--- src/rtl/qspi_line_reader.sv ---
// qspi_line_reader: quad I/O (EBh) XIP cache-line fetcher with continuous-read mode
module qspi_line_reader #(
   parameter int LINE_SIZE    = 16,
   parameter int CLK_DIV      = 1,
   parameter int DUMMY_CYCLES = 4,
   parameter int CSH_CYCLES   = 2
) (
   input  logic                   clk,
   input  logic                   rst_n,
   input  logic                   req,
   output logic                   ready,
   input  logic [23:0]            addr,
   input  logic                   cont_dis,
   output logic                   done,
   output logic [LINE_SIZE*8-1:0] line,
   output logic                   sck,
   output logic                   ce_n,
   input  logic [3:0]             din,
   output logic [3:0]             dout,
   output logic                   douten
);
   localparam int LW = LINE_SIZE*8;
   localparam int CW = 16;
   localparam int DW = $clog2(CLK_DIV+1);
   localparam logic [7:0] CMD_EB = 8'hEB;
   typedef enum logic [2:0] {IDLE, CMD, ADDR, MODE, DUMMY, DATA, CSH} state_t;
   state_t state_q, state_d, after;
   logic [CW-1:0] cnt_q, cnt_d, len;
   logic [DW-1:0] div_q, div_d;
   logic [23:0] a_q, a_d;
   logic [LW-1:0] sh_q, sh_d, line_q, line_d, swp;
   logic cdis_q, cdis_d, cont_q, cont_d, sck_q, sck_d, ce_n_q, ce_n_d, done_q, done_d;
   logic active, tick, fin;
   for (genvar g = 0; g < LINE_SIZE; g++) begin : g_swp
      assign swp[8*g +: 8] = {sh_q[8*g +: 4], sh_q[8*g+4 +: 4]};
   end
   // SCK half-period pacing, phase sequencing, pad drive and line capture
   always_comb begin
      state_d = state_q;
      cnt_d   = cnt_q;
      div_d   = div_q;
      a_d     = a_q;
      cdis_d  = cdis_q;
      cont_d  = cont_q;
      sh_d    = sh_q;
      line_d  = line_q;
      sck_d   = sck_q;
      ce_n_d  = ce_n_q;
      done_d  = 1'b0;
      active  = state_q inside {CMD, ADDR, MODE, DUMMY, DATA};
      tick    = active && div_q == DW'(CLK_DIV-1);
      len     = state_q == CMD ? CW'(8) : state_q == ADDR ? CW'(6) : state_q == MODE ? CW'(2) :
                state_q == DUMMY ? CW'(DUMMY_CYCLES) : CW'(2*LINE_SIZE);
      after   = state_q == CMD ? ADDR : state_q == ADDR ? MODE :
                (state_q == MODE && DUMMY_CYCLES > 0) ? DUMMY : DATA;
      fin     = state_q == DATA && cnt_q == len;
      ready   = state_q == IDLE;
      douten  = state_q inside {CMD, ADDR, MODE};
      dout    = state_q == CMD  ? {3'b000, CMD_EB[~cnt_q[2:0]]} :
                state_q == ADDR ? 4'(a_q >> (5'd20 - {cnt_q[2:0], 2'b00})) :
                state_q == MODE ? (cdis_q ? 4'hF : cnt_q[0] ? 4'h5 : 4'hA) : 4'h0;
      if (active) div_d = tick ? '0 : div_q + DW'(1);
      if (state_q == IDLE && req) begin
         state_d = cont_q ? ADDR : CMD;
         a_d     = addr & ~24'(LINE_SIZE-1);
         cdis_d  = cont_dis;
         ce_n_d  = 1'b0;
         cnt_d   = '0;
         div_d   = '0;
      end else if (state_q == CSH) begin
         cnt_d = cnt_q + CW'(1);
         if (cnt_q == CW'(CSH_CYCLES-1)) state_d = IDLE;
      end else if (tick && fin) begin
         state_d = CSH;
         cnt_d   = '0;
         ce_n_d  = 1'b1;
         done_d  = 1'b1;
         line_d  = swp;
         cont_d  = ~cdis_q;
      end else if (tick && !sck_q) begin
         sck_d = 1'b1;
         if (state_q == DATA) sh_d = {din, sh_q[LW-1:4]};
      end else if (tick) begin
         sck_d = 1'b0;
         if (state_q != DATA && cnt_q == len - CW'(1)) begin
            state_d = after;
            cnt_d   = '0;
         end else cnt_d = cnt_q + CW'(1);
      end
   end
   // state register with asynchronous reset; reset drops continuous mode so the next read sends EBh
   always_ff @(posedge clk or negedge rst_n)
      if (!rst_n) begin
         state_q <= IDLE;
         cnt_q   <= '0;
         div_q   <= '0;
         a_q     <= '0;
         cdis_q  <= 1'b0;
         cont_q  <= 1'b0;
         sh_q    <= '0;
         line_q  <= '0;
         sck_q   <= 1'b0;
         ce_n_q  <= 1'b1;
         done_q  <= 1'b0;
      end else begin
         state_q <= state_d;
         cnt_q   <= cnt_d;
         div_q   <= div_d;
         a_q     <= a_d;
         cdis_q  <= cdis_d;
         cont_q  <= cont_d;
         sh_q    <= sh_d;
         line_q  <= line_d;
         sck_q   <= sck_d;
         ce_n_q  <= ce_n_d;
         done_q  <= done_d;
      end
   assign sck  = sck_q;
   assign ce_n = ce_n_q;
   assign done = done_q;
   assign line = line_q;
endmodule

--- config.mk ---
export PLATFORM = sky130hd
export DESIGN_NAME = qspi_line_reader
export DESIGN_NICKNAME = d
export VERILOG_FILES = /design/src/rtl/qspi_line_reader.sv
export SDC_FILE = /design/constraint.sdc
export NUM_CORES = 1
export LEC_CHECK = 0
export ABC_AREA = 1
export BUFFER_PORTS_ARGS = -buffer_cell sky130_fd_sc_hd__buf_2
export CAP_MARGIN = 10
export CORE_MARGIN = 1.5
export CORE_UTILIZATION = 33
export DETAILED_ROUTE_END_ITERATION = 10
export PLACE_DENSITY = 0.5
export SLEW_MARGIN = 20
export SYNTH_ARGS = -nofsm -noshare
export SYNTH_HDL_FRONTEND = slang
export SYNTH_SLANG_ARGS = --single-unit
export TNS_END_PERCENT = 10
--- constraint.sdc ---
create_clock -name clk -period 2.1 [get_ports clk]
set_clock_uncertainty 0.1 [all_clocks]
set_input_delay 0.105 -clock clk [delete_from_list [all_inputs] [get_ports clk]]
set_output_delay 0.105 -clock clk [all_outputs]
set_load 0.01 [all_outputs]
After elaboration in Yosys (flattened, before gate mapping)
Memory sizes are Yosys's and may differ from the RTL's. Cells that the tools add are included.

Register bits: 301. ROM bits: 8. Bits of input ports: 32. Output and inout bits: 137. Word-level logic and storage cells: 96. Memories: 1.

Memory list: (no name shown) (depth 8, bits a word 1, read ports 1, clocked after Yosys merged registers in 0, wr ports 0, line 59) `dout = state_q == CMD ? {3'b000, CMD_EB[~cnt_q[2:0]]} :`.

Add/subtract/negate cells: 4. Magnitude comparators: 1. Eq/ne operators: 13. Shift-type cells: 1. Mux-type cells: 38. Bitwise logic cells: 6. Reductions and logical operators: 21.

Operators by type and width (number): 16-bit two-way mux (6); 3-bit two-way mux (9); 6-bit two-way mux (4); 24-bit by 5-bit right shift with 4-bit output (1); 4-bit two-way mux (5); 16-bit by 1-bit adder with 16-bit output, second input constant (1); 16-bit by 1-bit == test with 1-bit output, second input constant (1); 16-bit == test (1); 16-bit by 6-bit == test with 1-bit output (1); 1-bit two-way mux (13); 3-bit == test, second input constant (3); 4-bit AND reduction (2); 4-bit nonzero test (2); 6-bit by 1-bit subtractor with 7-bit output, second input constant (1); 3-bit by 2-bit == test with 1-bit output, second input constant (2); 1-bit logical AND (6); 2-bit nonzero test (3); 1-bit NOT (5); 5-bit AND reduction (1); 5-bit nonzero test (1); 5-bit subtractor, first input constant (1); 3-bit by 4-bit < comparator with 1-bit output, second input constant (1); 4-bit != test, second input constant (1); 2-bit AND reduction (2); 11 further kinds (11).

Depth between registers and ports, before layout
Depth after elaboration: 14. Mapped depth: 18. Depth with buffers taken out: 17.

Worst setup path after synthesis
OpenSTA, ideal clock, no wires.

Kind: reg2reg. Start point: register state_q[0]. End point: register cnt_q[5]. Setup time: 113 ps. Arrival: 2120 ps. Data required time: 1887 ps. Path slack: -233 ps. Stages on the path, launching flop included: 19. Path buffers: 1. Clock period less this slack: 2333 ps. Cells stage by stage: dfrtp_1 > buf_2 > inv_2 > nand3_2 > nand2_1 > inv_1 > ha_1 > ha_1 > xnor2_1 > nor2_1 > nand3_1 > nor2_1 > nand3_1 > nand2_1 > nand2_1 > nand2_1 > nand2_1 > nand2_1 > inv_1.

Cells in the longest elaborated chain, start to end: 14. Elaborated cells on any way between the ends: 31. Those cells by class: add/sub: 1; eq/ne: 10; mux: 10; reduce/logical: 10.

Ends and longest elaborated chain: start, declared (line 27) `state_t state_q, state_d, after;`; start signal, assigned (line 106) `state_q <= state_d;`; 3-bit == test (line 50, 53); 6-bit two-way mux (line 53) `state_q == DUMMY ? CW'(DUMMY_CYCLES) : CW'(2*LINE_SIZE);`; 6-bit two-way mux (3 in series) (line 52) `len = state_q == CMD ? CW'(8) : state_q == ADDR ? CW'(6) : state_q == MODE ? CW'(2) :`; 6-bit by 1-bit subtractor with 7-bit output (line 85) `if (state_q != DATA && cnt_q == len - CW'(1)) begin`; 16-bit == test (line 85); 1-bit logical AND (line 85); 16-bit two-way mux (line 85); 16-bit two-way mux (line 83) `end else if (tick) begin`; 16-bit two-way mux (line 80) `end else if (tick && !sck_q) begin`; 16-bit two-way mux (line 73) `end else if (tick && fin) begin`; 16-bit two-way mux (line 70) `end else if (state_q == CSH) begin`; 16-bit two-way mux (line 63) `if (state_q == IDLE && req) begin`; end signal, assigned (line 107) `cnt_q <= cnt_d;`; end, declared (line 28) `logic [CW-1:0] cnt_q, cnt_d, len;`.

Parallel ways exist; a longest one is shown, timed or not. The select of a mux whose other input is x is not followed. A chain may end at the register's enable or synchronous reset.

Final worst setup path
Start point: register state_q[1]. End point: register state_q[1].

Cells in the longest elaborated chain, start to end: 11. Elaborated cells on any way between the ends: 35. Those cells by class: add/sub: 1; eq/ne: 11; mux: 12; reduce/logical: 11.

Ends and longest elaborated chain: parallel branches: the longest is 11 deep, another holds 6-bit by 1-bit subtractor with 7-bit output.

Several ways; the timed one is not identified. The select of a mux whose other input is x is not followed.

==> results.sh <==
export IMPL_synth_seq_cells=301
export IMPL_synthToLayoutAreaGrowth_pct=31.24
export IMPL_grt_antenna_before_repair=0
export IMPL_crit_required_ns=2.46
export IMPL_routedWlPerCell_um=13.76
export IMPL_p_leak_nw=8.104
export IMPL_cp_max_fo=5
export IMPL_multi_input_area_mm2=0.004343
export IMPL_portBuffers=164
export IMPL_cts_made_buffers=36
export IMPL_ff_latch_area_mm2=0.007537
export IMPL_io_pin_count=169
export IMPL_synthTopCellsByArea="dfrtp_1 59%, nand2_1 12%, o21ai_2 6.6%, inv_1 4.7%, o21ai_0 3.7%"
export IMPL_drv_cap=0
export IMPL_cp_slowest_cell="dfrtp_2"
export IMPL_p_per_area_mw_per_mm2=1016
export IMPL_yosysUniqueCellTypes=31
export IMPL_worst_ep_arrival_time_ns=2.64
export IMPL_drtIter0Drc=448
export IMPL_drtAntennaViolNets=0
export IMPL_final_cell_area_mm2=0.01684
export IMPL_initial_core_util_pct=33.36
export IMPL_grt_max_degree=68
export IMPL_hold_viol_final=0
export IMPL_total_power_mw=17.12
export IMPL_syn_nets=1403
export IMPL_gr_total_overflow=0
export IMPL_die_w_um=200.2
export IMPL_violations="setup timing"
export IMPL_design_core_area_mm2=0.03847
export IMPL_crit_chain="inv_4, nand3_4, nand2_4, inv_2, ha_4, ha_4, xnor2_4, nor3_2, nand3_1, nor2_1, nand3_1, nand2_2, nand2_4, nand2_2, nand2_1, nand2_1"
export IMPL_drtPass1Iterations=8
export IMPL_drc=0
export IMPL_vias=9618
export IMPL_synthArstFlopShare_pct=100.0
export IMPL_clock_latency_ns=0.53
export IMPL_cts_root_buf="clkbuf_16"
export IMPL_final_layout_size_suffix_gt1_share_pct=29.81
export IMPL_viasPerCell=4.408
export IMPL_htree_levels=2
export IMPL_crit_type="reg2reg"
export IMPL_finalMaxSlewViolations=0
export IMPL_fin_util_pct=43.78
export IMPL_cp_start_kind="flop"
export IMPL_die_y_um=200.2
export IMPL_synthFlopType="dfrtp_1"
export IMPL_synthCells=1366
export IMPL_peakVddDrop_uv=533.6
export IMPL_tritoncts="yes"
export IMPL_hold_path_class="in2reg"
export IMPL_rows=72
export IMPL_synth_area_mm2=0.01283
export IMPL_max_freq_mhz=439.3
export IMPL_slew_headroom_pct=76.00
export IMPL_synth_top_area_share_pct=58.50
export IMPL_drt_total_wl_um=30020
export IMPL_ys_seq_area_share_pct=58.71
export IMPL_worstMarginPinSlew_ns=0.3601
export IMPL_rsz0062_at_grt="yes"
export IMPL_status="finished, violations left"
export IMPL_fin_ws_ns=-0.1762
export IMPL_dpl_cell_area_mm2=0.01479
export IMPL_grt_first_pass_wirelength_um=50230
export IMPL_path_clk_slew_ns=0.06
export IMPL_ys_warn_count=0
export IMPL_layout_nets=1677
export IMPL_dpl_hpwl_um=19800
export IMPL_yosysMostFrequentCell="nand2_1"
export IMPL_report_final_setup_viol=173
export IMPL_whs_ns=0.04966
export IMPL_synth_top_area_cell="dfrtp_1"
export IMPL_clock_tree_buffer_depth=3
export IMPL_finalCritPeriodShare_pct=108.4
export IMPL_avgSynthCellArea_um2=9.394
export IMPL_first_global_vias=9617
export IMPL_fillers=3799
export IMPL_track_usage_pct=15.33
export IMPL_synth_edff_count=0
export IMPL_crit_path_end_kind="flop"
export IMPL_gp_congestion=0.8319
export IMPL_dieArea_mm2=0.04008
export IMPL_ys_top_cells_by_count="410 x nand2_1, 300 x dfrtp_1, 160 x inv_1"
export IMPL_cpPeakStageDelay_ns=0.46
export IMPL_cts_sinks=301
export IMPL_antenna_cells=0
export IMPL_fin_crit_ns=2.276
==> power by group <==
part           internal, mW  switching, mW  total, mW
combinational          1.95           2.47       4.42
clock                  3.81           2.42       6.23
sequential             6.20          0.261       6.46
total                  12.0           5.16       17.1
==> cells by family after synthesis <==
family	synth area share, %
flops	58.71
fa+ha+maj	0.4875
compound gates	14.21
simple gates	16.47
xor+xnor	0.6143
buf+inv	9.516
==> stage by stage <==
stage / TNS (ns) / setup slack [ns] / instances
final: -9.932 / -0.1762 / 2182
after detailed placement: -14.83 / -0.2111 / 2066
after CTS: -5.590 / -0.1897 / 2175
after global routing: -42.20 / -0.3669 / 2182
after floorplan: -0.9765 / -0.1385 / 1366
after global placement: -6.248 / -0.2097 / 2066
==> state kept, by name, summed over array words and instances, names as in the netlist <==
register	flops
line	128
sh_q	128
a_q	20
cnt_q	16
state_q	3
cdis_q	1
ce_n	1
cont_q	1
div_q	1
done	1
sck	1
==> cells in the final DEF, fill, tap and decap left out, types with 3 or more instances in the layout <==
cell,Yosys,layout
buf_16,0,4
o21ai_2,96,97
clkbuf_1,14,5
buf_8,0,3
nand2_4,1,4
clkbuf_16,0,38
buf_6,37,8
nand2_1,410,397
a21oi_1,12,9
inv_2,5,6
clkbuf_8,0,11
nand3_1,30,25
buf_12,0,26
xor2_1,6,6
buf_4,11,76
a21oi_2,0,3
ha_4,0,3
nor4_4,0,3
clkinv_2,0,3
nor3_1,9,8
buf_2,9,163
nand2_2,2,12
dlygate4sd3_1,0,26
dfrtp_1,300,297
inv_1,160,156
dfrtp_2,0,3
nor2_4,2,4
nor2_2,1,4
nand3_4,1,4
nor2_1,51,46
o21ai_1,86,98
nand3_2,3,5
o21ai_0,95,81
nand4_1,8,8
==> cell type report <==
| cell class | count | area share (%) |
|---|---|---|
| Multi-Input combinational cell | 828 | 25.79 |
| Timing Repair Buffer | 308 | 14.71 |
| Tap cell | 518 | 3.848 |
| Clock inverter | 8 | 0.5052 |
| Clock buffer | 54 | 6.657 |
| Inverter | 165 | 3.737 |
| Sequential cell | 301 | 44.75 |
==> timing repair <==
action	in CTS	in global routing
hold endpoints to repair	325	0
hold buffers	27	0
resized for setup	58	24
cloned	4	0
setup endpoints to repair	239	274
setup buffers	16	7
pin swaps	19	22
==> routing by layer <==
metal,part of all wire [%],global-route usage [%],vias to the layer above
met5,0,0,-
met4,2.0,5.087,0
met3,5.0,3.531,41
met2,46,24.11,170
met1,48,20.86,4526
li1,-,-,4881
==> critical path, delay by kind of cell, from the launching register on <==
kind                     cells  cell delay, ns
flip-flops                   1            0.46
AND/OR/NAND/NOR             11            0.99
adder cells (fa/ha/maj)      2            0.39
XOR/XNOR                     1            0.13
buffers and inverters        2            0.13
==> final timing paths <==
check                                       start                      to  slack [ns]  cells past startpoint
setup / recovery           state_q[1]$_DFFE_PN0P_  state_q[1]$_DFFE_PN0P_       -0.18                     16
hold / removal                                req   cnt_q[15]$_DFFE_PN0P_        0.05                      5
setup reg to reg           state_q[1]$_DFFE_PN0P_  state_q[1]$_DFFE_PN0P_       -0.18                     16
hold reg to reg              line[82]$_DFFE_PN0P_    line[82]$_DFFE_PN0P_        0.37                      2
max in group asynchronous                   rst_n    sh_q[77]$_DFFE_PN0P_        1.40                      3
min in group asynchronous                   rst_n    line[49]$_DFFE_PN0P_        0.12                      3
Power figures use the tool's default switching activity.
